--- src/rtl/ac_terminate_ser_if.sv ---
// Handshake and payload bundle between a termination requester and ac_terminate_ser.
interface ac_terminate_ser_if #(
    parameter int unsigned N  = 9,
    parameter int unsigned CW = 7
);
    logic          start;
    logic [N-1:0]  low_in;
    logic [CW-1:0] e3_in;
    logic          bit_out;
    logic          bit_valid;
    logic          bit_ready;
    logic          busy;
    logic          done;
    logic [CW+4:0] bits_sent;

    modport master (
        output start, low_in, e3_in, bit_ready,
        input  bit_out, bit_valid, busy, done, bits_sent
    );

    modport slave (
        input  start, low_in, e3_in, bit_ready,
        output bit_out, bit_valid, busy, done, bits_sent
    );
endinterface

--- src/rtl/ac_terminate_ser.sv ---
// Arithmetic-coder termination serializer: emits the low-register MSB, the pending
// E3 bits (inverted MSB) and the remaining flush bits over a valid/ready bit stream.
module ac_terminate_ser #(
    parameter int unsigned N          = 9,
    parameter int unsigned CW         = 7,
    parameter int unsigned FLUSH_BITS = N
) (
    input  logic               sys_clk,
    input  logic               sys_reset,
    ac_terminate_ser_if.slave  bus
);
    localparam int unsigned IW        = $clog2(N);
    localparam int unsigned BW        = CW + 5;
    localparam int unsigned REM_FIRST = N - 2;
    localparam int unsigned REM_LAST  = N - FLUSH_BITS;

    typedef enum logic [2:0] {
        S_IDLE,
        S_MSB,
        S_E3,
        S_REM,
        S_DONE
    } state_t;

    state_t          state_q, state_d;
    logic [N-1:0]    low_q, low_d;
    logic [CW-1:0]   e3_q, e3_d;
    logic [IW-1:0]   idx_q, idx_d;
    logic [BW-1:0]   sent_q, sent_d;
    logic            bit_out_q, bit_out_d;
    logic            valid_q, valid_d;
    logic            busy_q, busy_d;
    logic            done_q, done_d;
    logic            xfer_c;
    logic            tail_c;

    assign xfer_c        = valid_q & bus.bit_ready;
    assign bus.bit_out   = bit_out_q;
    assign bus.bit_valid = valid_q;
    assign bus.busy      = busy_q;
    assign bus.done      = done_q;
    assign bus.bits_sent = sent_q;

    // State and datapath registers
    always_ff @(posedge sys_clk or negedge sys_reset) begin
        if (!sys_reset) begin
            state_q   <= S_IDLE;
            low_q     <= '0;
            e3_q      <= '0;
            idx_q     <= '0;
            sent_q    <= '0;
            bit_out_q <= 1'b0;
            valid_q   <= 1'b0;
            busy_q    <= 1'b0;
            done_q    <= 1'b0;
        end else begin
            state_q   <= state_d;
            low_q     <= low_d;
            e3_q      <= e3_d;
            idx_q     <= idx_d;
            sent_q    <= sent_d;
            bit_out_q <= bit_out_d;
            valid_q   <= valid_d;
            busy_q    <= busy_d;
            done_q    <= done_d;
        end
    end

    // Next-state and next-output logic; everything holds unless a transfer advances it
    always_comb begin
        state_d   = state_q;
        low_d     = low_q;
        e3_d      = e3_q;
        idx_d     = idx_q;
        sent_d    = sent_q;
        bit_out_d = bit_out_q;
        valid_d   = valid_q;
        busy_d    = busy_q;
        done_d    = 1'b0;
        tail_c    = 1'b0;

        if (xfer_c) begin
            sent_d = sent_q + BW'(1);
        end

        case (state_q)
            S_IDLE: begin
                if (bus.start) begin
                    state_d   = S_MSB;
                    low_d     = bus.low_in;
                    e3_d      = bus.e3_in;
                    sent_d    = '0;
                    bit_out_d = bus.low_in[N-1];
                    valid_d   = 1'b1;
                    busy_d    = 1'b1;
                end
            end
            S_MSB: begin
                if (xfer_c) begin
                    if (e3_q != '0) begin
                        state_d   = S_E3;
                        bit_out_d = ~low_q[N-1];
                    end else begin
                        tail_c = 1'b1;
                    end
                end
            end
            S_E3: begin
                if (xfer_c) begin
                    e3_d = e3_q - CW'(1);
                    if (e3_q == CW'(1)) begin
                        tail_c = 1'b1;
                    end
                end
            end
            S_REM: begin
                if (xfer_c) begin
                    if (idx_q == IW'(REM_LAST)) begin
                        state_d   = S_DONE;
                        bit_out_d = 1'b0;
                        valid_d   = 1'b0;
                        busy_d    = 1'b0;
                        done_d    = 1'b1;
                    end else begin
                        idx_d     = idx_q - IW'(1);
                        bit_out_d = low_q[idx_q - IW'(1)];
                    end
                end
            end
            S_DONE: begin
                state_d = S_IDLE;
            end
            default: begin
                state_d = S_IDLE;
                valid_d = 1'b0;
                busy_d  = 1'b0;
            end
        endcase

        // Leaving MSB/E3: either flush the remaining low bits or finish
        if (tail_c) begin
            if (FLUSH_BITS > 1) begin
                state_d   = S_REM;
                idx_d     = IW'(REM_FIRST);
                bit_out_d = low_q[IW'(REM_FIRST)];
            end else begin
                state_d   = S_DONE;
                bit_out_d = 1'b0;
                valid_d   = 1'b0;
                busy_d    = 1'b0;
                done_d    = 1'b1;
            end
        end
    end
endmodule

--- src/flat_wrapper.sv ---
// flat-port wrapper written by rule: the top's interface ports become plain ports
module ac_terminate_ser_flat 
#(
    parameter int unsigned N          = 9,
    parameter int unsigned CW         = 7,
    parameter int unsigned FLUSH_BITS = N
)
  (sys_clk, sys_reset, bus_start, bus_low_in, bus_e3_in, bus_bit_ready, bus_bit_out, bus_bit_valid, bus_busy, bus_done, bus_bits_sent);
  ac_terminate_ser_if #(.N(N), .CW(CW)) bus_i ();
  input  logic sys_clk;
  input  logic sys_reset;
  input wire logic [$bits(bus_i.start)-1:0] bus_start;
  input wire logic [$bits(bus_i.low_in)-1:0] bus_low_in;
  input wire logic [$bits(bus_i.e3_in)-1:0] bus_e3_in;
  input wire logic [$bits(bus_i.bit_ready)-1:0] bus_bit_ready;
  output wire logic [$bits(bus_i.bit_out)-1:0] bus_bit_out;
  output wire logic [$bits(bus_i.bit_valid)-1:0] bus_bit_valid;
  output wire logic [$bits(bus_i.busy)-1:0] bus_busy;
  output wire logic [$bits(bus_i.done)-1:0] bus_done;
  output wire logic [$bits(bus_i.bits_sent)-1:0] bus_bits_sent;
  assign bus_i.start = bus_start;
  assign bus_i.low_in = bus_low_in;
  assign bus_i.e3_in = bus_e3_in;
  assign bus_i.bit_ready = bus_bit_ready;
  assign bus_bit_out = bus_i.bit_out;
  assign bus_bit_valid = bus_i.bit_valid;
  assign bus_busy = bus_i.busy;
  assign bus_done = bus_i.done;
  assign bus_bits_sent = bus_i.bits_sent;
  ac_terminate_ser #(.N(N), .CW(CW), .FLUSH_BITS(FLUSH_BITS)) u_core (.sys_clk(sys_clk), .sys_reset(sys_reset), .bus(bus_i));
endmodule
--- config.mk ---
export PLATFORM = sky130hd
export DESIGN_NAME = ac_terminate_ser_flat
export DESIGN_NICKNAME = d
export VERILOG_FILES = /design/src/rtl/ac_terminate_ser_if.sv /design/src/rtl/ac_terminate_ser.sv /design/src/flat_wrapper.sv
export SDC_FILE = /design/constraint.sdc
export NUM_CORES = 1
export LEC_CHECK = 0
export ABC_CLOCK_PERIOD_IN_PS = 2300
export CAP_MARGIN = 5
export CELL_PAD_IN_SITES_DETAIL_PLACEMENT = 0
export CELL_PAD_IN_SITES_GLOBAL_PLACEMENT = 1
export CORE_ASPECT_RATIO = 1.1
export CORE_MARGIN = 2
export CORE_UTILIZATION = 40
export CTS_BUF_LIST = sky130_fd_sc_hd__clkbuf_4 sky130_fd_sc_hd__clkbuf_8 sky130_fd_sc_hd__clkbuf_16
export DETAILED_ROUTE_END_ITERATION = 16
export HOLD_SLACK_MARGIN = 0.15
export PLACE_DENSITY = 0.8
export SETUP_SLACK_MARGIN = 0.05
export SYNTH_ARGS = -nofsm -noshare
export SYNTH_HDL_FRONTEND = slang
export SYNTH_SLANG_ARGS = --single-unit
--- constraint.sdc ---
create_clock -name sys_clk -period 2.3 [get_ports sys_clk]
set_input_delay 0.46 -clock sys_clk [delete_from_list [all_inputs] [get_ports sys_clk]]
set_output_delay 0.46 -clock sys_clk [all_outputs]
set_load 0.02 [all_outputs]
==> results_dict.tcl <==
set metrics [dict create \
    vdd_drop_max_uv 456 \
    worst_hold_startpoint "u_core.low_q[2]" \
    crit_path_max_fanout 5 \
    timing.critical_path.from_type "flip-flop" \
    synth.cell_area_sq_um 2120 \
    drt-vias-per-instance 5.43 \
    die_width_um 73.4 \
    overflow 0 \
    postSynthRegisterBits 38 \
    detail-route-antenna-nets 0 \
    syn2layout_area_growth_pct 23.9 \
    arrival_ns 2.23 \
    syn_inst 218 \
    synth.largest_area_cell "sky130_fd_sc_hd__dfrtp_1" \
    cts_setup_buffers 0 \
    synth.area.top_cells "sky130_fd_sc_hd__dfrtp_1, sky130_fd_sc_hd__mux2_2, sky130_fd_sc_hd__nor2_1" \
    ys_seq_area_share_pct 44.8 \
    final-max-slew-violation-count 0 \
    hp_class "flip-flop to flip-flop" \
    first_global_vias 1607 \
    pwr_density_cell_nw_per_um2 1180 \
    io_buffers 35 \
    cp-end-kind "flip-flop" \
    drcViolationCount 0 \
    regToRegEndpoint "u_core.bus.bit_out" \
    yosys.cell_types.count 47 \
    holdPathStages 1 \
    post_cts_resize_count 0 \
    grtUsageTotal_pct 16.1 \
    ys.flop_type "sky130_fd_sc_hd__dfrtp_1" \
    cts_hold_buf 1 \
    detail_route.wl_per_cell_um 13.8 \
    fin_crit_sh_pct 87.4 \
    fin_nets 282 \
    min_to "u_core.low_q[2]" \
    async_reset_ff_share_pct 100 \
    cts_root_buffer "sky130_fd_sc_hd__clkbuf_8" \
    number_of_rows_in_the_core_area 27 \
    die_h_um 80.4 \
    worstMarginPinSlew_ns 0.531 \
    grt_max_degree 18 \
    vias 1717 \
    grt_setup_unrepaired "false" \
    synthesis.nets 243 \
    r2r_start "u_core.idx_q[1]" \
    drt_pre_antenna_iters 4 \
    holdWs_ns 0.500 \
    yosys_warnings 0 \
    reg2reg_setup_slack_ns 0.29 \
    worstSetupPathType "flip-flop to flip-flop" \
    cellLeakagePower_nw 1.11 \
    htreeDepth 2 \
    post_synth.cell_area_avg_sq_um 9.73 \
    fp.dieArea_sq_um 5900 \
    max-cap-violations 0 \
    cts-buffers-inserted 5 \
    fmax_ghz 0.497 \
    number_of_flops_mapped_to_enable_cells_by_yosys 0 \
    dp_hpwl_um 3210 \
    first_pass_grt_wire_length_um 7290 \
    synth.cells.most_frequent "sky130_fd_sc_hd__dfrtp_1, sky130_fd_sc_hd__nor2_1, sky130_fd_sc_hd__nand2_1, sky130_fd_sc_hd__a21oi_1, sky130_fd_sc_hd__o21ai_0" \
    fin_worst_skew_ns 0.00466 \
    clk_lat_worst_skew_ns 0.29 \
    clock-sinks 38 \
    final-setup-viol-count 0 \
    core_region_area_sq_um 5070 \
    critPathLaunch "u_core.idx_q[1]" \
    routed_wl_um 4360 \
    globalplace.congestion 0.752 \
    clkTransAtPathRegs_ns 0.07 \
    timing.reg2reg.worst_path_depth 7 \
    final_hold_viols 0 \
    tritoncts_clock_tree "built" \
    critical_path_required_time_ns 2.52 \
    synth_top_area_share_pct 44.8 \
    period_minus_slack_ns 2.01 \
    boundaryPins 36 \
    antenna_found_initial 0 \
    run_status "finished, final reports clean" \
    num_antenna_cells 0 \
    timing.max_slew.rel_slack_pct 64.5 \
    clock_tree.buffer_depth 2 \
    leading_cell_type_by_number_of_instances_after_synthesis "sky130_fd_sc_hd__dfrtp_1" \
    tns_ns 0 \
    initialDrtViolationCount 65 \
    layout-drive-gt1-share_pct 12.8 \
    start_util_pct 41.9 \
    num-fill-cells 484 \
]
==> cell families (layout without fill, tap and decap cells) <==
family | Yosys count | count (layout) | share of synthesized area (%)
multiplexers | 12 | 12 | 6.19
flip-flops | 38 | 38 | 44.8
buffers and inverters | 19 | 59 | 5.37
adder cells (fa/ha/maj) | 5 | 5 | 2.95
AO/OA/AOI/OAI | 48 | 48 | 14.3
AND/OR/NAND/NOR | 83 | 83 | 20.6
XOR/XNOR | 13 | 13 | 5.72
==> cell type report <==
| cell class | instances | area (sq um) | share of cell area (%) |
|---|---|---|---|
| multi-input combinational | 161 | 1060 | 40.2 |
| clock buffer | 8 | 110 | 4.19 |
| sequential | 38 | 951 | 36.2 |
| tap | 58 | 72.6 | 2.76 |
| timing repair buffer | 43 | 408 | 15.5 |
| inverter | 8 | 30.0 | 1.14 |
==> where the power goes <==
group          internal (mW)  switching, mW  leakage, nW
clock network          0.303          0.234       0.0575
registers              0.914          0.292        0.472
logic                  0.660          0.704        0.581
==> how the worst max path moves through the flow <==
stage	depth (start not counted)	to	slack, ns
after floorplan	8	u_core.bus.bit_out	0.42
after global placement	6	u_core.bus.bit_out	0.19
after detailed placement	6	u_core.bus.bit_out	0.13
after CTS	7	u_core.bus.bit_out	0.27
after global routing	7	u_core.bus.bit_out	0.14
final	7	u_core.bus.bit_out	0.29
==> cell usage in the layout (no fill, tap or decap), drive strengths merged, types with 3 or more instances in the layout <==
master         instances
xor2                   7
a22oi                  3
dfrtp                 38
ha                     5
nor2                  26
mux2i                  3
o2bb2ai                4
nand2                 15
nor3                   9
clkdlybuf4s50         34
nand3                  8
o21ai                 12
a21oi                 13
buf                    8
nand4                  5
xnor2                  6
nor4                   3
mux2                   9
o22ai                  3
clkbuf                 8
a31oi                  3
inv                    8
==> state kept, by name, summed over array words and instances, names as in the netlist <==
| register | count |
|---|---|
| u_core.bus.bit_out | 1 |
| u_core.idx_q | 4 |
| u_core.e3_q | 7 |
| u_core.low_q | 9 |
| u_core.bus.bit_valid | 1 |
| u_core.state_q | 3 |
| u_core.bus.done | 1 |
| u_core.bus.bits_sent | 12 |
==> stage by stage <==
stage	cell area, sq um	setup WS (ns)	power (mW)	util, %	std cells
CTS	2630	0.274	3.14	51.9	316
global placement	2510	0.188	2.57	49.5	307
detailed placement	2510	0.126	2.59	49.5	307
finish	2630	0.290	3.11	51.9	316
global route	2630	0.145	3.35	51.9	316
floorplan	2120	0.415	2.23	-	218
==> critical path, stage by stage (launching register included) <==
cell and delay, ns:
sky130_fd_sc_hd__dfrtp_1 0.41, sky130_fd_sc_hd__inv_1 0.09, sky130_fd_sc_hd__ha_1 0.28, sky130_fd_sc_hd__xor2_2 0.21, sky130_fd_sc_hd__a211oi_1 0.07, sky130_fd_sc_hd__and3_1 0.18, sky130_fd_sc_hd__or4_1 0.54, sky130_fd_sc_hd__a31oi_1 0.16
==> per-layer routing <==
layer	part of all wire, %	GRT usage [%]
met2	50	28.1
met1	45	18.6
met5	0	0
met4	1.1	5.45
met3	3.7	4.64
(Power assumes the default switching activity.)
